File: config.mk
export PLATFORM = sky130hd
export DESIGN_NAME = cursor_trail_buffer
export DESIGN_NICKNAME = d
export VERILOG_FILES = /design/src/rtl/cursor_trail_buffer.sv
export SDC_FILE = /design/constraint.sdc
export NUM_CORES = 1
export LEC_CHECK = 0
export CAP_MARGIN = 20
export CORE_MARGIN = 1.5
export CORE_UTILIZATION = 50
export CTS_BUF_LIST = sky130_fd_sc_hd__clkbuf_8
export CTS_CLUSTER_DIAMETER = 100
export DETAILED_ROUTE_END_ITERATION = 10
export PLACE_DENSITY = 0.69
export SETUP_SLACK_MARGIN = 0.05
export SLEW_MARGIN = 40
export SYNTH_ARGS = -nofsm -noshare
export SYNTH_HDL_FRONTEND = slang
export SYNTH_SLANG_ARGS = --single-unit
File: constraint.sdc
create_clock -name Clk -period 10.4 [get_ports Clk]
set_input_delay 1.56 -clock Clk [delete_from_list [all_inputs] [get_ports Clk]]
set_output_delay 1.56 -clock Clk [all_outputs]
set_load 0.1 [all_outputs]
File: src/rtl/cursor_trail_buffer.sv
// Purpose: ring buffer of recent on-screen cursor samples, hit-tested against the VGA scan point.
// Latency: trail_hit/trail_age are registered, one Clk after DrawX/DrawY; a write joins the test the edge after it lands.
// Backpressure: none; one hit result per Clk, samples are taken on frame ticks and never stalled.
//
// Ports: Clk/Reset (async, active-high); vs frame sync (active low); clear empties the trail;
//        cursorX/cursorY sample source; DrawX/DrawY scan point; trail_hit/trail_age hit result;
//        entry_count number of valid entries.
// Optional feature: define CURSOR_TRAIL_DEDUP_EN to skip samples equal to the newest valid entry.
module cursor_trail_buffer #(
  parameter int DEPTH      = 8,
  parameter int RADIUS     = 2,
  parameter int SAMPLE_DIV = 2
) (
  input  logic                       Clk,
  input  logic                       Reset,
  input  logic                       vs,
  input  logic                       clear,
  input  logic [9:0]                 cursorX,
  input  logic [9:0]                 cursorY,
  input  logic [9:0]                 DrawX,
  input  logic [9:0]                 DrawY,
  output logic                       trail_hit,
  output logic [$clog2(DEPTH)-1:0]   trail_age,
  output logic [$clog2(DEPTH):0]     entry_count
);

  localparam int AW = $clog2(DEPTH);
  localparam int CW = AW + 1;

  logic          vs_q,     vs_d;
  logic [3:0]    div_cnt_q, div_cnt_d;
  logic [AW-1:0] wr_ptr_q, wr_ptr_d;
  logic [CW-1:0] count_q,  count_d;
  logic [9:0]    mem_x_q [DEPTH];
  logic [9:0]    mem_y_q [DEPTH];
  logic [9:0]    mem_x_d [DEPTH];
  logic [9:0]    mem_y_d [DEPTH];
  logic          hit_q,    hit_d;
  logic [AW-1:0] age_q,    age_d;

  logic          tick;
  logic          sample;
  logic          on_screen;
  logic          is_dup;
  logic          do_write;

  // Per-entry hit test results
  logic          ent_hit [DEPTH];
  logic [AW-1:0] ent_age [DEPTH];

  assign tick      = vs_q & ~vs;
  assign sample    = tick && (div_cnt_q == 4'(SAMPLE_DIV - 1));
  assign on_screen = (cursorX < 10'd640) && (cursorY < 10'd480);

`ifdef CURSOR_TRAIL_DEDUP_EN
  logic [AW-1:0] newest_idx;
  assign newest_idx = wr_ptr_q - AW'(1);
  // An empty buffer never counts as a duplicate, whatever stale data sits in mem.
  assign is_dup = (count_q != '0) &&
                  (mem_x_q[newest_idx] == cursorX) &&
                  (mem_y_q[newest_idx] == cursorY);
`else
  assign is_dup = 1'b0;
`endif

  // clear beats a coincident sample
  assign do_write = sample && on_screen && !is_dup && !clear;

  // Frame divider, pointer, count and storage
  always_comb begin
    vs_d      = vs;
    div_cnt_d = div_cnt_q;
    wr_ptr_d  = wr_ptr_q;
    count_d   = count_q;
    for (int i = 0; i < DEPTH; i++) begin
      mem_x_d[i] = mem_x_q[i];
      mem_y_d[i] = mem_y_q[i];
    end

    // The divider keeps running through clears and dropped samples.
    if (tick) begin
      if (div_cnt_q == 4'(SAMPLE_DIV - 1)) div_cnt_d = '0;
      else                                 div_cnt_d = div_cnt_q + 4'd1;
    end

    if (clear) begin
      wr_ptr_d = '0;
      count_d  = '0;
    end else if (do_write) begin
      mem_x_d[wr_ptr_q] = cursorX;
      mem_y_d[wr_ptr_q] = cursorY;
      wr_ptr_d          = wr_ptr_q + AW'(1);
      if (count_q != CW'(DEPTH)) count_d = count_q + CW'(1);
    end
  end

  // Hit test against every valid entry
  always_comb begin
    logic signed [10:0] dx;
    logic signed [10:0] dy;
    logic        [10:0] adx;
    logic        [10:0] ady;
    for (int i = 0; i < DEPTH; i++) begin
      // Entry i was written (wr_ptr - 1 - i) samples ago; the AW-bit wrap is the mod DEPTH.
      ent_age[i] = wr_ptr_q - AW'(1) - AW'(i);
      dx  = $signed({1'b0, DrawX}) - $signed({1'b0, mem_x_q[i]});
      dy  = $signed({1'b0, DrawY}) - $signed({1'b0, mem_y_q[i]});
      adx = dx[10] ? 11'(-dx) : 11'(dx);
      ady = dy[10] ? 11'(-dy) : 11'(dy);
      ent_hit[i] = ({1'b0, ent_age[i]} < count_q) &&
                   (adx <= 11'(RADIUS)) && (ady <= 11'(RADIUS));
    end
  end

  // Youngest hit wins; age reads 0 when nothing hits.
  always_comb begin
    hit_d = 1'b0;
    age_d = '0;
    for (int i = 0; i < DEPTH; i++) begin
      if (ent_hit[i] && (!hit_d || ent_age[i] < age_d)) begin
        hit_d = 1'b1;
        age_d = ent_age[i];
      end
    end
  end

  always_ff @(posedge Clk or posedge Reset) begin
    if (Reset) begin
      vs_q      <= 1'b1;
      div_cnt_q <= '0;
      wr_ptr_q  <= '0;
      count_q   <= '0;
      hit_q     <= 1'b0;
      age_q     <= '0;
      for (int i = 0; i < DEPTH; i++) begin
        mem_x_q[i] <= '0;
        mem_y_q[i] <= '0;
      end
    end else begin
      vs_q      <= vs_d;
      div_cnt_q <= div_cnt_d;
      wr_ptr_q  <= wr_ptr_d;
      count_q   <= count_d;
      hit_q     <= hit_d;
      age_q     <= age_d;
      for (int i = 0; i < DEPTH; i++) begin
        mem_x_q[i] <= mem_x_d[i];
        mem_y_q[i] <= mem_y_d[i];
      end
    end
  end

  assign trail_hit   = hit_q;
  assign trail_age   = age_q;
  assign entry_count = count_q;

endmodule

==> flow_summary.yaml <==
cts:
  cts.clk_slew.worst_paths_ps: 100
  worstSkewPairLatency_ps: 520
  root_buffer: "clkbuf_8"
  cts_tree: "built"
  cts_hold_repair.buffers: 0
  cts_buffers: 17
  cts_buffer_depth: 2
  clkSinkCount: 176
  h-tree-depth: 4
global_route:
  grt_max_degree: 71
  grt_use_total: 0.311
  grt_pass1_wl_um: 93100
  first_global_vias: 18186
  antenna_found_initial: 4
  gr-total-overflow: 0
routing:
  via_count: 18441
  via_per_inst: 5.84
  drc: 0
  drt_iter0_markers: 1147
  wl_per_cell_um: 18.6
  wl_um: 58900
  dr.pass1.iters: 6
  ant_nets: 0
placement:
  gp_congestion: 0.932
  dp_worst_setup_slack_ps: -2740
  port_buffers: 51
  dpl.hpwl_um: 44000
  dpl.cell_count: 3084
floorplan:
  initial_core_util: 0.506
  pin_count: 52
  fp.dieW_um: 195
  core_mm2: 0.0365
  die-height_um: 195
  dieArea_mm2: 0.0381
  rows: 70
final_layout:
  drive_above_1_share: 0.221
  nFillCells: 3140
  final_cells: 3160
  final_nets: 2960
  ff_latch_area_mm2: 0.00441
  multi_input_area_mm2: 0.0134
  syn2layout_area_growth_pct: 24.5
logic_synthesis:
  yosysWarnings: 0
  synth-seq-cells: 176
  syn-num-nets: 2582
  synth-edff-count: 0
  syn_avg_cell_area_um2: 8.03
  synth_ff_type: "dfrtp_1"
  synth_compound_area_frac: 0.249
  synth-simple-area-share: 0.176
  syn_inst: 2299
  synth_top_family_by_area: "compound AO/OA/AOI/OAI gates"
  synth-adder-area-share: 0.168
  synth-xor-area-share: 0.0678
  synthArstFlopShare: 1.00
  synth_area_mm2: 0.0185
  yosysUniqueCellTypes: 102
  yosysSeqAreaShare: 0.239
  synth_mux_area_frac: 0.0341
setup_path:
  crit_top_cell: "ha_4"
  required_ps: 10840
  arrival_ps: 12540
  start_kind: "input port"
  path_max_fanout: 8
  max_stage_delay_ps: 540
  cp_slowest_cell: "or4_4"
  crit_type: "in2reg"
  r2r_end: "trail_age[1]$_DFF_PP0_"
  r2r_start: "mem_x_q[70]$_DFFE_PP0P_"
  endpoint_kind: "flip-flop"
  rrSetupSlack_ps: -780
  reg2regPathDepth: 54
outcome:
  status: "finished with violations"
  violations: "negative setup slack"
timing:
  slew_headroom: 0.467
  drv_slew: 0
  fin_crit_sh: 1.16
  finClkSkew_ps: 16.8
  layout_setup_ws_ps: -1690
  fmax_mhz: 82.7
  min_period_ps: 12090
  setup_viol: 3
  hold_viol: 0
  tightest_slew_ps: 797
  rsz0062_at_grt: "yes"
hold_path:
  whs_path_depth: 1
  worstHoldPathType: "reg2reg"
  min_from: "div_cnt_q[0]$_DFFE_PP0P_"
  holdPathEnd: "div_cnt_q[0]$_DFFE_PP0P_"
pwr:
  p_per_area_mw_per_mm2: 128
  ir_drop_uv: 176
  leakagePower_nw: 10.9
flow_run:
  maxCapViolations: 0
==> per-stage QoR <==
step | utilization | TNS (ps) | hold slack [ps] | power (mW) | instance area [µm²]
finish | 0.630 | -5080 | 476 | 2.93 | 23000
global route | 0.630 | -6880 | 520 | 3.11 | 23000
CTS | 0.622 | -4110 | 486 | 2.83 | 22700
detailed placement | 0.599 | -8050 | 469 | 2.21 | 21900
global placement | 0.600 | -7060 | 460 | 2.17 | 21900
floorplan | - | -4920 | 446 | 1.61 | 18600
==> cells in the mapped netlist (all sizes together), types with 28 or more instances <==
master	count	area [µm²]
inv	242	908
ha	223	2790
nand2	222	833
o21ai	217	1090
dfrtp	175	4380
nor2	172	646
a21oi	154	778
xnor2	89	780
clkbuf	55	206
xor2	54	473
a21o	51	383
mux2	45	510
nor3	43	220
nand3	40	200
a211oi	32	245
o21bai	28	210
==> registers in the layout, indices dropped and copies added (netlist names) <==
signal and cells:
div_cnt_q 4, trail_hit 1, vs_q 1, mem_y_q 80, mem_x_q 80, entry_count 4
trail_age 3, wr_ptr_q 3
==> what timing repair did <==
action                                  4_1_cts  5_1_grt
pin swaps                                    44       44
buffers inserted                             30       13
resized for setup                            60       40
endpoints found under the setup margin        3        3
==> cells by family (layout without fill, tap and decap cells) <==
kind of cell	Yosys count	in the layout
AO/OA/AOI/OAI	703	703
AND/OR/NAND/NOR	664	664
buffers and inverters	317	708
adder cells (fa/ha/maj)	239	239
flip-flops	176	176
XOR/XNOR	143	143
multiplexers	57	57
other	0	2
==> worst max path at each step <==
stage | start | endpoint | depth (start not counted)
finish | DrawX[0] | trail_age[1]$_DFF_PP0_ | 56
global route | DrawX[0] | trail_age[1]$_DFF_PP0_ | 58
CTS | DrawX[0] | trail_age[1]$_DFF_PP0_ | 58
detailed placement | DrawX[0] | trail_age[2]$_DFF_PP0_ | 58
global placement | DrawX[0] | trail_age[2]$_DFF_PP0_ | 57
floorplan | DrawX[0] | trail_age[2]$_DFF_PP0_ | 56
==> power breakdown <==
part / internal (mW) / switching, mW / leakage (nW) / total (mW)
combinational: 0.792 / 0.893 / 8.91 / 1.68
sequential: 0.729 / 0.0160 / 1.84 / 0.745
clock: 0.197 / 0.307 / 0.185 / 0.504
total: 1.72 / 1.22 / 10.9 / 2.93
==> routing by layer <==
layer | wire length [µm] | track usage
met5 | 13 | 0
met4 | 2360 | 0.134
met3 | 4280 | 0.0561
met2 | 27200 | 0.517
met1 | 25000 | 0.396
==> worst max-delay path, delay by kind of cell <==
family / cells / cell delay, ps
compound gates: 28 / 5280
fa+ha+maj: 9 / 2390
simple gates: 11 / 1680
mux: 4 / 1180
buf+inv: 4 / 440
==> placed cells by master (no fill, tap or decap), types with 28 or more instances in the layout <==
cell / instances
buf_4: 379
inv_1: 235
nand2_1: 218
ha_1: 210
o21ai_0: 195
dfrtp_1: 175
nor2_1: 168
a21oi_1: 138
xnor2_1: 87
xor2_1: 51
a21o_1: 51
mux2_2: 39
nor3_1: 38
nand3_1: 38
clkdlybuf4s50_1: 31
o21bai_1: 28
==> final cells by class <==
cell class              instances  share of cell area
multi-input cells            1806               0.581
flip-flops and latches        176               0.192
repair buffers                433               0.145
inverters                     243              0.0400
well taps                     468              0.0255
clock buffers                  17              0.0102
clock inverters                15             0.00647
diodes                          2            0.000218
(Power assumes the default switching activity.)
